`src/rtl/cu_dispatcher_if.sv`:
```
// Host/CU-array bundle for cu_dispatcher: launch handshake, status and per-CU control lanes.
// busy_cycles exists only when CU_DISPATCH_PERF_EN is defined.
interface cu_dispatcher_if #(
  parameter int NUM_CUS          = 2,
  parameter int NUM_THREADS      = 4,
  parameter int THREAD_CNT_WIDTH = 8,
  parameter int BLOCK_IDX_WIDTH  = 8
);
  localparam int AT_WIDTH = $clog2(NUM_THREADS + 1);

  logic                                 start;
  logic [THREAD_CNT_WIDTH-1:0]          thread_count;
  logic                                 busy;
  logic                                 done;
  logic [NUM_CUS-1:0]                   cu_reset;
  logic [NUM_CUS-1:0]                   cu_enable;
  logic [NUM_CUS-1:0]                   cu_complete;
  logic [NUM_CUS*BLOCK_IDX_WIDTH-1:0]   cu_block_idx;
  logic [NUM_CUS*AT_WIDTH-1:0]          cu_active_threads;
`ifdef CU_DISPATCH_PERF_EN
  logic [15:0]                          busy_cycles;

  modport slave (
    input  start, thread_count, cu_complete,
    output busy, done, cu_reset, cu_enable, cu_block_idx, cu_active_threads, busy_cycles
  );
  modport master (
    output start, thread_count, cu_complete,
    input  busy, done, cu_reset, cu_enable, cu_block_idx, cu_active_threads, busy_cycles
  );
`else
  modport slave (
    input  start, thread_count, cu_complete,
    output busy, done, cu_reset, cu_enable, cu_block_idx, cu_active_threads
  );
  modport master (
    output start, thread_count, cu_complete,
    input  busy, done, cu_reset, cu_enable, cu_block_idx, cu_active_threads
  );
`endif
endinterface

```
`src/rtl/cu_dispatcher.sv`:
```
// Splits a kernel into NUM_THREADS-wide blocks and hands them to NUM_CUS compute units.
// Optional busy-cycle counter enabled by defining CU_DISPATCH_PERF_EN.
//
// state       | meaning
// ST_IDLE     | no kernel since reset
// ST_DISPATCH | kernel in flight, blocks being issued / completing (busy)
// ST_DONE     | all blocks completed (done held)
// slot FREE   | CU idle, may take a block
// slot LOAD   | cu_reset pulsed, block index / active threads presented
// slot RUN    | cu_enable high until cu_complete seen
module cu_dispatcher #(
  parameter int NUM_CUS          = 2,
  parameter int NUM_THREADS      = 4,
  parameter int THREAD_CNT_WIDTH = 8,
  parameter int BLOCK_IDX_WIDTH  = 8,
  localparam int AT_WIDTH        = $clog2(NUM_THREADS + 1)
) (
  input logic           clk,
  input logic           reset,
  cu_dispatcher_if.slave bus
);
  localparam int CNT_W = THREAD_CNT_WIDTH + 1;
  localparam int LOG_T = $clog2(NUM_THREADS);

  typedef enum logic [1:0] {ST_IDLE = 2'b00, ST_DISPATCH = 2'b01, ST_DONE = 2'b10} state_t;
  typedef enum logic [1:0] {SLOT_FREE = 2'b00, SLOT_LOAD = 2'b01, SLOT_RUN = 2'b10} slot_t;

  state_t state, state_nxt;
  slot_t  slot_st [NUM_CUS];

  logic [CNT_W-1:0]    total_blocks, blocks_dispatched, blocks_done, done_inc, total_calc;
  logic [AT_WIDTH-1:0] rem_r, load_active;
  logic [NUM_CUS-1:0]  grant, comp_vec, cu_reset_r, cu_enable_r;
  logic [NUM_CUS*BLOCK_IDX_WIDTH-1:0] block_idx_r;
  logic [NUM_CUS*AT_WIDTH-1:0]        active_r;
  logic start_accept, dispatch_ok, found, busy, done;

  assign start_accept = bus.start && (state == ST_IDLE || state == ST_DONE);
  assign total_calc   = ({1'b0, bus.thread_count} + CNT_W'(NUM_THREADS - 1)) >> LOG_T;

  always_ff @(posedge clk or negedge reset) begin
    if (!reset) state <= ST_IDLE;
    else        state <= state_nxt;
  end

  always_comb begin
    state_nxt = state;
    case (state)
      ST_IDLE, ST_DONE: begin
        if (bus.start)
          state_nxt = (bus.thread_count == '0) ? ST_DONE : ST_DISPATCH;
      end
      ST_DISPATCH: begin
        if (blocks_done == total_blocks) state_nxt = ST_DONE;
      end
      default: state_nxt = ST_IDLE;
    endcase
  end

  always_comb begin
    busy = (state == ST_DISPATCH);
    done = (state == ST_DONE);
  end

  // Lowest-index free slot wins; only one block is issued per cycle.
  assign dispatch_ok = (state == ST_DISPATCH) && (blocks_dispatched < total_blocks);
  always_comb begin
    grant = '0;
    found = 1'b0;
    for (int i = 0; i < NUM_CUS; i++) begin
      if (!found && slot_st[i] == SLOT_FREE) begin
        grant[i] = dispatch_ok;
        found    = 1'b1;
      end
    end
  end

  // Completion only counts while enable is high, which masks the stale level during LOAD.
  assign comp_vec = bus.cu_complete & cu_enable_r;
  always_comb begin
    done_inc = '0;
    for (int i = 0; i < NUM_CUS; i++) done_inc = done_inc + CNT_W'(comp_vec[i]);
  end

  assign load_active = (blocks_dispatched == total_blocks - 1'b1 && rem_r != '0)
                       ? rem_r : AT_WIDTH'(NUM_THREADS);

  always_ff @(posedge clk or negedge reset) begin
    if (!reset) begin
      total_blocks      <= '0;
      blocks_dispatched <= '0;
      blocks_done       <= '0;
      rem_r             <= '0;
      cu_reset_r        <= '0;
      cu_enable_r       <= '0;
      block_idx_r       <= '0;
      active_r          <= '0;
      for (int i = 0; i < NUM_CUS; i++) slot_st[i] <= SLOT_FREE;
    end else begin
      if (start_accept) begin
        total_blocks      <= total_calc;
        rem_r             <= AT_WIDTH'(bus.thread_count & THREAD_CNT_WIDTH'(NUM_THREADS - 1));
        blocks_dispatched <= '0;
        blocks_done       <= '0;
      end else begin
        blocks_done <= blocks_done + done_inc;
        if (|grant) blocks_dispatched <= blocks_dispatched + 1'b1;
      end
      for (int i = 0; i < NUM_CUS; i++) begin
        case (slot_st[i])
          SLOT_FREE: begin
            if (grant[i]) begin
              slot_st[i]    <= SLOT_LOAD;
              cu_reset_r[i] <= 1'b1;
              block_idx_r[i*BLOCK_IDX_WIDTH +: BLOCK_IDX_WIDTH] <= BLOCK_IDX_WIDTH'(blocks_dispatched);
              active_r[i*AT_WIDTH +: AT_WIDTH] <= load_active;
            end
          end
          SLOT_LOAD: begin
            slot_st[i]     <= SLOT_RUN;
            cu_reset_r[i]  <= 1'b0;
            cu_enable_r[i] <= 1'b1;
          end
          SLOT_RUN: begin
            if (comp_vec[i]) begin
              slot_st[i]     <= SLOT_FREE;
              cu_enable_r[i] <= 1'b0;
            end
          end
          default: slot_st[i] <= SLOT_FREE;
        endcase
      end
    end
  end

  assign bus.busy              = busy;
  assign bus.done              = done;
  assign bus.cu_reset          = cu_reset_r;
  assign bus.cu_enable         = cu_enable_r;
  assign bus.cu_block_idx      = block_idx_r;
  assign bus.cu_active_threads = active_r;

`ifdef CU_DISPATCH_PERF_EN
  logic [15:0] busy_cycles_r;
  always_ff @(posedge clk or negedge reset) begin
    if (!reset)                                    busy_cycles_r <= '0;
    else if (start_accept)                         busy_cycles_r <= '0;
    else if (busy && busy_cycles_r != 16'hFFFF)    busy_cycles_r <= busy_cycles_r + 16'd1;
  end
  assign bus.busy_cycles = busy_cycles_r;
`endif
endmodule

```
`src/flat_wrapper.sv`:
```
// flat-port wrapper written by rule: the top's interface ports become plain ports
module cu_dispatcher_flat 
#(
  parameter int NUM_CUS          = 2,
  parameter int NUM_THREADS      = 4,
  parameter int THREAD_CNT_WIDTH = 8,
  parameter int BLOCK_IDX_WIDTH  = 8,
  localparam int AT_WIDTH        = $clog2(NUM_THREADS + 1)
)
  (clk, reset, bus_start, bus_thread_count, bus_cu_complete, bus_busy, bus_done, bus_cu_reset, bus_cu_enable, bus_cu_block_idx, bus_cu_active_threads);
  cu_dispatcher_if #(.NUM_CUS(NUM_CUS), .NUM_THREADS(NUM_THREADS), .THREAD_CNT_WIDTH(THREAD_CNT_WIDTH), .BLOCK_IDX_WIDTH(BLOCK_IDX_WIDTH)) bus_i ();
  input logic clk;
  input logic reset;
  input wire logic [$bits(bus_i.start)-1:0] bus_start;
  input wire logic [$bits(bus_i.thread_count)-1:0] bus_thread_count;
  input wire logic [$bits(bus_i.cu_complete)-1:0] bus_cu_complete;
  output wire logic [$bits(bus_i.busy)-1:0] bus_busy;
  output wire logic [$bits(bus_i.done)-1:0] bus_done;
  output wire logic [$bits(bus_i.cu_reset)-1:0] bus_cu_reset;
  output wire logic [$bits(bus_i.cu_enable)-1:0] bus_cu_enable;
  output wire logic [$bits(bus_i.cu_block_idx)-1:0] bus_cu_block_idx;
  output wire logic [$bits(bus_i.cu_active_threads)-1:0] bus_cu_active_threads;
  assign bus_i.start = bus_start;
  assign bus_i.thread_count = bus_thread_count;
  assign bus_i.cu_complete = bus_cu_complete;
  assign bus_busy = bus_i.busy;
  assign bus_done = bus_i.done;
  assign bus_cu_reset = bus_i.cu_reset;
  assign bus_cu_enable = bus_i.cu_enable;
  assign bus_cu_block_idx = bus_i.cu_block_idx;
  assign bus_cu_active_threads = bus_i.cu_active_threads;
  cu_dispatcher #(.NUM_CUS(NUM_CUS), .NUM_THREADS(NUM_THREADS), .THREAD_CNT_WIDTH(THREAD_CNT_WIDTH), .BLOCK_IDX_WIDTH(BLOCK_IDX_WIDTH)) u_core (.clk(clk), .reset(reset), .bus(bus_i));
endmodule
```
`config.mk`:
```
export PLATFORM = sky130hd
export DESIGN_NAME = cu_dispatcher_flat
export DESIGN_NICKNAME = d
export VERILOG_FILES = /design/src/rtl/cu_dispatcher_if.sv /design/src/rtl/cu_dispatcher.sv /design/src/flat_wrapper.sv
export SDC_FILE = /design/constraint.sdc
export NUM_CORES = 1
export LEC_CHECK = 0
export CAP_MARGIN = 40
export CORE_ASPECT_RATIO = 1.75
export CORE_MARGIN = 2
export CORE_UTILIZATION = 45
export CTS_CLUSTER_SIZE = 10
export DETAILED_ROUTE_END_ITERATION = 6
export GPL_ROUTABILITY_DRIVEN = 0
export PLACE_DENSITY = 0.67
export SLEW_MARGIN = 20
export SYNTH_ARGS = -nofsm -noshare
export SYNTH_HDL_FRONTEND = slang
export SYNTH_SLANG_ARGS = --single-unit
```
`constraint.sdc`:
```
create_clock -name clk -period 2.4 [get_ports clk]
set_input_delay 0.72 -clock clk [delete_from_list [all_inputs] [get_ports clk]]
set_output_delay 0.72 -clock clk [all_outputs]
set_load 0.01 [all_outputs]
```
# After elaboration in Yosys (flattened, before gate mapping)
# Index checks and enable logic that the tools add are counted.
# op_classes
muxes	25
bitwise_logic	1
reduce_logical	27
eq_ne	14
add_sub_neg	5
magnitude_cmp	1
# op_table
operator	n
two-way mux 9 bit	3
AND reduction 2 bit	9
two-way mux 2 bit	7
case mux 2 bit (3 select lines)	2
!= test 2 x 1 -> 1 bit (second input constant)	5
nonzero test 2 bit	5
adder 8 x 2 -> 9 bit (second input constant)	1
adder 9 x 1 -> 9 bit (second input constant)	1
adder 9 bit	1
equality test 9 x 7 -> 1 bit	1
equality test 9 bit	1
less-than comparator 9 x 7 -> 1 bit	1
logical NOT 8 bit	1
case mux 1 bit (2 select lines)	4
subtractor 7 x 1 -> 8 bit (second input constant)	1
two-way mux 1 bit	7
equality test 2 x 1 -> 1 bit (second input constant)	3
equality test 2 bit (second input constant)	3
logical NOT 2 bit	3
logical AND 1 bit	4
case mux 2 bit (2 select lines)	1
OR reduction 2 bit	2
two-way mux 3 bit	1
nonzero test 3 bit	1
other kinds (5)	5
# totals
regBits	59
out_inout_bits	28

# Longest topological paths before layout
# Gate-level depths: netlist of the first run.
# logic_depth
ltp_word	8
mapped_depth	9

# Worst setup path after synthesis of the first run
# Ideal clock, no wire load.
# synth_path
path_type	input port to flip-flop
startpoint	input bus_cu_complete[0]
endpoint	register u_core.blocks_done[8]
required_ns	2.322
path_stages	9
slack_ns	-0.070
arrival_ns	2.392
setup_ns	0.078
cell_sequence	and2_1 -> ha_1 -> ha_1 -> inv_1 -> fa_1 -> nor2b_1 -> nand2_1 -> or3_1 -> a21oi_1
# synth_via
elab_chain_len	4
# synth_rtl
item	line	source
start: declaration	flat_wrapper.sv:16	input wire logic [$bits(bus_i.cu_complete)-1:0] bus_cu_complete;
AND 2 bit	cu_dispatcher.sv:79	assign comp_vec = bus.cu_complete & cu_enable_r;
adder 1 x 1 -> 2 bit	cu_dispatcher.sv:82	for (int i = 0; i < NUM_CUS; i++) done_inc = done_inc + CNT_W'(comp_vec[i]);
adder 9 bit	cu_dispatcher.sv:106	blocks_done <= blocks_done + done_inc;
two-way mux 9 bit	cu_dispatcher.sv:100	if (start_accept) begin
end signal: assignment	cu_dispatcher.sv:106	
end: declaration	cu_dispatcher.sv:31	logic [CNT_W-1:0] total_blocks, blocks_dispatched, blocks_done, done_inc, total_calc;
# No other way between the ends.
# A chain may end at the register's enable or synchronous reset.

# Final worst setup path of the first run
# layout_path
startpoint	input bus_cu_complete[1]
endpoint	register u_core.blocks_done[8]
# Same word-level chain as after synthesis.

==> metrics.md, run 1 <==
| Metric | Value |
|---|---|
| Initial antenna violation count | 0 |
| Hold Vio Cnt, Final | 0 |
| Critical path fanouts, max | 2 |
| Worst vdd ir | about 600 uV |
| First-pass GRT wire length | 11600 microns |
| CTS H-Tree Depth | 3 |
| Grt ovf | 0 |
| Via/cell ratio | between 5 and 6 |
| Hold Crit Class | primary input to asynchronous set/reset pin |
| Clock Sinks | 59 |
| Syn. warnings | 0 |
| Starting DRT DRC Count | 100 |
| Starting Density | 0.462 |
| CTS root buf | clkbuf_16 |
| Reg2Reg Depth | 9 |
| Clk slew on worst S/H paths | 0.05 ns |
| Reg2reg setup slack | roughly 0.27 ns |
| Final max-slew violation count | 0 |
| Die X | 67.2 microns |
| Ys flop type | dfrtp_1 |
| Slew HR | 0.781 |
| Power Density | 1280 nW/um^2 |
| Crit path launch type | primary input |
| Inst Count DP | 440 |
| Critical Path AT | about 2.6 ns |
| Ys async rst share | 1.00 |
| Synth Register Bits | 59 |
| Hpwl dp | about 5300 microns |
| Critical path class | primary input to register |
| Synth cell types | between 50 and 60 |
| Nets | between 300 and 400 |
| Area grow syn2layout | 29.0% |
| Fin cells | between 400 and 500 |
| Crit path from | bus_cu_complete[1] |
| Mapped Avg Cell Area | between 10 and 15 sq um |
| Synthesized area | between 3000 and 4000 sq um |
| Layout cells sized above 1 | 0.145 |
| Tcrit/Tclk final | 0.968 |
| Required @ worst endpoint | ~2.7 ns |
| Minimum clock period | ~2.3 ns |
| Worst reg2reg endpoint | u_core.blocks_done[8]$_DFF_PN0_ |
| Leak | between 0.0015 and 0.002 uW |
| Achievable frequency | 431 MHz |
| I/O pins | 41 |
| Outcome | finished, final reports clean |
| Die height | around 110 microns |
| Endpoints failing setup | 0 |
| Num CTS Buffers | 9 |
| Worst-Margin Slew | about 0.33 ns |
| Filler instances | roughly 590 |
| Final WL | 6970 microns |
| Clk Latency, worst-skew pair | ~0.33 ns |
| Post-synthesis net count | 333 |
| Pin count of the biggest net entering global routing | 60 |
| Clock skew after layout | roughly 0.0046 ns |
| Total GRT Usage | 0.206 |
| Max-cap viol count | 0 |
| Pre-Repair DR Iteration Count | 4 |
| Post-synth EDFFs | 0 |
| Ant. Diodes | 0 |
| WL/cell | about 15 microns |
| Total core area | 6810 sq um |
| Max Buffers Root-to-Sink | 2 |
| Remaining antenna violation count | 0 |
| Vias in the first global route | 2443 |
| Via count | roughly 2500 |
| Number of port buffers | 40 |
| Mapped Cells | about 310 |
| Final core occ | 0.597 |
| Die area | approximately 7700 sq um |
| R2r startpoint | u_core.bus.cu_enable[1]$_DFFE_PN0P_ |
| Core Rows | 40 |
| CTS tree | built |
| Seq/Total Area, Yosys | 0.469 |
| Post-route DRC | 0 |
| Crit. End Element | register |
cell usage after synthesis (all sizes together), types with 9 or more instances:
master   n  share of area
dfrtp   59           0.47
nand2   24          0.029
o21ai   24          0.038
nor2    17          0.021
a21oi   15          0.027
inv     14          0.017
mux2    14          0.050
ha      12          0.048
xor2    12          0.033
nor2b   11          0.022
xnor2   10          0.028
buf      9          0.018
nor3     9          0.017
metal layers:
layer | share of wire | up-vias | GRT usage | wire length [microns]
li1 | - | 1208 | - | -
met1 | 0.40 | 1189 | 0.231 | 2770
met2 | 0.54 | 60 | 0.358 | 3790
met3 | 0.037 | 12 | 0.0531 | 255
met4 | 0.022 | 0 | 0.0925 | 155
met5 | 0 | - | 0 | 0
timing repair:
action,4_1_cts,5_1_grt
hold endpoints to repair,0,0
buffers inserted,0,0
pin swaps,2,4
hold buffers,0,0
setup endpoints to repair,3,3
gates resized for setup,5,6
area by class of cell:
cell class                 instances  area, sq um  area share
multi-input combinational        220         1580       0.389
clock inverter                     3         15.0     0.00370
timing repair buffer              62          586       0.144
sequential                        59         1480       0.364
clock buffer                      13          240      0.0592
inverter                          15         57.6      0.0142
tap                               84          105      0.0259
registers in the layout, summed over array words and instances (netlist names), 4 cells and up:
signal and cells:
u_core.bus.cu_active_threads 6, u_core.bus.cu_block_idx 16, u_core.slot_st 4, u_core.blocks_done 9, u_core.blocks_dispatched 9, u_core.total_blocks 7
cells in the final DEF, fill, tap and decap left out, drive strengths merged, types with 9 or more instances in the layout:
| cell type | n |
|---|---|
| dfrtp | 59 |
| clkdlybuf4s50 | 37 |
| nand2 | 24 |
| o21ai | 24 |
| buf | 23 |
| nor2 | 17 |
| a21oi | 15 |
| inv | 14 |
| mux2 | 14 |
| clkbuf | 13 |
| xor2 | 12 |
| ha | 12 |
| nor2b | 11 |
| xnor2 | 10 |
| nor3 | 9 |
logic make-up (layout without fill, tap and decap cells):
family | Yosys count | after routing | synth area share
DFF | 59 | 59 | 0.469
buffers and inverters | 28 | 93 | 0.0413
adders and majority gates | 13 | 13 | 0.0541
muxes | 15 | 15 | 0.0533
and+or+nand+nor | 106 | 106 | 0.186
xor gates and xnor gates | 22 | 22 | 0.0612
AOI/OAI and AO/OA | 64 | 64 | 0.136
power breakdown:
group          total, uW  internal, uW  leakage [uW]  switching [uW]
clock               1090           690      0.000127             402
combinational       2480          1210      0.000959            1280
sequential          1610          1320      0.000767             292
worst max-delay path, stage by stage:
cell and delay (ns):
clkdlybuf4s15_1 0.19, and2_4 0.18, ha_4 0.26, ha_4 0.13, inv_2 0.03, fa_2 0.34, nor2b_2 0.14, nand2_1 0.07
or3_1 0.38, a21oi_2 0.13
stage by stage:
stage / TNS (ns) / setup WS (ns) / cell area, sq um / hold WS [ns] / power (uW)
after floorplan: 0 / 0.0164 / 3150 / 0.424 / 3150
after global placement: -1.96 / -0.421 / 3770 / 0.466 / 4020
after detailed placement: -2.35 / -0.498 / 3770 / 0.473 / 4080
after CTS: 0 / 0.0217 / 4030 / 0.409 / 5200
after global routing: -0.00428 / -0.00428 / 4060 / 0.417 / 5590
final: 0 / 0.0774 / 4060 / 0.390 / 5190
worst max path at each step:
| stage | endpoint | slack, ns | cells past startpoint |
|---|---|---|---|
| final | u_core.blocks_done[8]$_DFF_PN0_ | 0.08 | 10 |
| after global routing | u_core.blocks_done[8]$_DFF_PN0_ | -0.004 | 10 |
| after CTS | u_core.blocks_done[8]$_DFF_PN0_ | 0.02 | 10 |
| after detailed placement | u_core.blocks_done[8]$_DFF_PN0_ | -0.50 | 10 |
| after global placement | u_core.blocks_done[8]$_DFF_PN0_ | -0.42 | 10 |
| after floorplan | u_core.blocks_done[8]$_DFF_PN0_ | 0.02 | 9 |
Note: power is estimated with default switching activity, not from simulation.
==> run 2, diff against run 1 <==
- CAP_MARGIN: 40 -> not set
==> results of run 2 <==
Final layout, timing and power as in run 1 (identical DEF).
==> run 3, diff against run 2 <==
- CELL_PAD_IN_SITES_DETAIL_PLACEMENT: not set -> 2
- CELL_PAD_IN_SITES_GLOBAL_PLACEMENT: not set -> 2
- CORE_UTILIZATION: 45 -> 35
- PLACE_DENSITY: 0.67 -> not set
- PLACE_DENSITY_LB_ADDON: not set -> 0.1
==> run 3 against run 2 <==
First-iteration DRC count is 30% lower. Cell area increased by 3.8%. Clock-buffer cell count unchanged. Sequential power barely moved. Highest routed layer unchanged.
==> metrics.md, run 3 (synthesis gave the netlist of run 1 again) <==
| Metric | Value |
|---|---|
| Outcome | finished, final reports clean |
| Final max-slew violation count | 0 |
| Clk Latency, worst-skew pair | roughly 0.33 ns |
| Layout cells sized above 1 | 0.164 |
| Area of the multi-input gates | 1580 sq um |
| Post-route DRC | 0 |
| CTS H-Tree Depth | 3 |
| Met1 WL | ~3600 microns |
| Grt ovf | 0 |
| Reg2reg setup slack | approximately 0.2 ns |
| Vias in the first global route | about 3000 |
| WL/cell | between 20 and 25 microns |
| Slowest-stage cell, CP | fa_2 |
| Sequential Power Share | 0.287 |
| Seq. cell area | 1480 sq um |
| Sw frac | 0.391 |
| Max Buffers Root-to-Sink | 2 |
| Worst vdd ir | a little over 500 uV |
| Nets | 400 |
| Final WL | slightly below 10000 microns |
| Via/cell ratio | around 5.3 |
| Critical path fanouts, max | 3 |
| Worst reg2reg endpoint | u_core.blocks_dispatched[1]$_DFFE_PN0P_ |
| Crit path launch type | primary input |
| Die height | ~130 microns |
| Slew HR | 0.765 |
| Crit path from | bus_cu_complete[0] |
| Die X | between 70 and 80 microns |
| CTS root buf | clkbuf_16 |
| Starting Density | 0.361 |
| Max-cap viol count | 0 |
| Crit. End Element | register |
| Hold Vio Cnt, Final | 0 |
| Most frequent cells in the layout | 58 x dfrtp_1, 37 x clkdlybuf4s50_1, 25 x buf_4, 23 x nand2_1, 21 x o21ai_0 |
| Hpwl dp | 7280 microns |
| CP most frequent cell | ha_4 |
| Required @ worst endpoint | 2.66 ns |
| Leak | approximately 0.0019 uW |
| Final instance area | between 4000 and 5000 sq um |
| Total core area | between 8000 and 9000 sq um |
| Clk slew on worst S/H paths | ~0.05 ns |
| Minimum clock period | ~2.4 ns |
| Area grow syn2layout | 33.9% |
| Endpoints failing setup | 0 |
| Final setup margin | 0.0352 ns |
| Num CTS Buffers | 9 |
| CTS tree | built |
| First-pass GRT wire length | roughly 16000 microns |
| Critical path class | primary input to register |
| Clock skew after layout | a little under 0.005 ns |
| Commonest non-fill, non-tap cell in the layout | dfrtp_1 |
| Die area | just under 10000 sq um |
| Tcrit/Tclk final | 0.985 |
| I/O pins | between 40 and 50 |
| Achievable frequency | about 420 MHz |
| Placement Cell Area | around 3900 sq um |
| Total GRT Usage | 0.227 |
| Power Density | ~1400 nW/um^2 |
| Ant. Diodes | 0 |
| Clock network power share | 0.225 |
| Internal power | roughly 3500 uW |
| DR WL met2 | between 5000 and 6000 microns |
| Setup WS pre-CTS | -0.548 ns |
| Crit-path cells | dlygate4sd2_1, and2_4, ha_4, ha_4, inv_1, fa_2, nor2b_4, nand2_2, or3_1, a21oi_1 |
| Worst-Margin Slew | about 0.35 ns |
| Core Rows | between 40 and 50 |
| Sw power | about 2200 uW |
| Hold slack | between 0.3 and 0.4 ns |
| Uppermost routed layer | met4 |
| Largest register FFs | 16 |
| Pre-Repair DR Iteration Count | 4 |
| Critical Path AT | 2.62 ns |
| Clock Sinks | about 60 |
| Via count | 2627 |
| Remaining antenna violation count | 0 |
| Number of port buffers | 40 |
| Starting DRT DRC Count | 70 |
| Hold Crit Class | primary input to asynchronous set/reset pin |
| Pin count of the biggest net entering global routing | 60 |
| Met3 wire length | 227 microns |
| R2r startpoint | u_core.total_blocks[1]$_DFFE_PN0P_ |
| Reg2Reg Depth | 9 |
| Filler instances | between 900 and 1000 |
| Logic pwr share | 0.487 |
| Initial antenna violation count | 0 |
| Worst path max stage delay | 0.37 ns |
[run 3: power by group through the flow]
stage	Combinational [uW]	Sequential [uW]	Clock [uW]
floorplan	1500	1650	0
global placement	2570	1620	0
detailed placement	2720	1640	0
CTS	2800	1630	1310
global route	3080	1680	1360
finish	2770	1630	1280
[run 3: worst max-delay path by stage]
stage | end | depth (start not counted)
after global routing | u_core.blocks_done[8]$_DFF_PN0_ | 10
after global placement | u_core.blocks_done[8]$_DFF_PN0_ | 10
after CTS | u_core.blocks_done[6]$_DFF_PN0_ | 11
after floorplan | u_core.blocks_done[8]$_DFF_PN0_ | 9
after detailed placement | u_core.blocks_done[8]$_DFF_PN0_ | 10
final | u_core.blocks_done[8]$_DFF_PN0_ | 10
[run 3: through the flow]
| stage | TNS, ns | total power, uW | cells | util |
|---|---|---|---|---|
| global route | -0.0261 | 6120 | 495 | 0.483 |
| floorplan | 0 | 3150 | 307 | - |
| finish | 0 | 5690 | 495 | 0.483 |
| detailed placement | -2.96 | 4360 | 479 | 0.443 |
| global placement | -2.13 | 4190 | 479 | 0.443 |
| CTS | 0 | 5740 | 495 | 0.481 |
[run 3: final cells by class]
type,count,share of cell area
inverters,15,0.0137
clock buffers,13,0.0618
multi-input cells,220,0.376
well taps,117,0.0347
repair buffers,69,0.155
clock inverters,2,0.00831
flip-flops and latches,59,0.351
[run 3: per-layer routing]
| metal | global-route usage | vias to the layer above |
|---|---|---|
| met5 | 0 | - |
| met4 | 0.0898 | 0 |
| met3 | 0.0358 | 13 |
| met2 | 0.426 | 40 |
| met1 | 0.243 | 1357 |
| li1 | - | 1217 |
[run 3: worst max-delay path, delay by kind of cell]
family,cells,cell delay [ns]
adder cells (fa/ha/maj),3,0.75
AND/OR/NAND/NOR,4,0.73
buffers and inverters,2,0.30
AO/OA/AOI/OAI,1,0.12
[run 3: timing repair]
item,4_1_cts,5_1_grt
resized for setup,8,4
setup endpoints to repair,3,5
pin swaps,3,2
buffers inserted,1,0
hold buffers,0,0
gates cloned,0,0
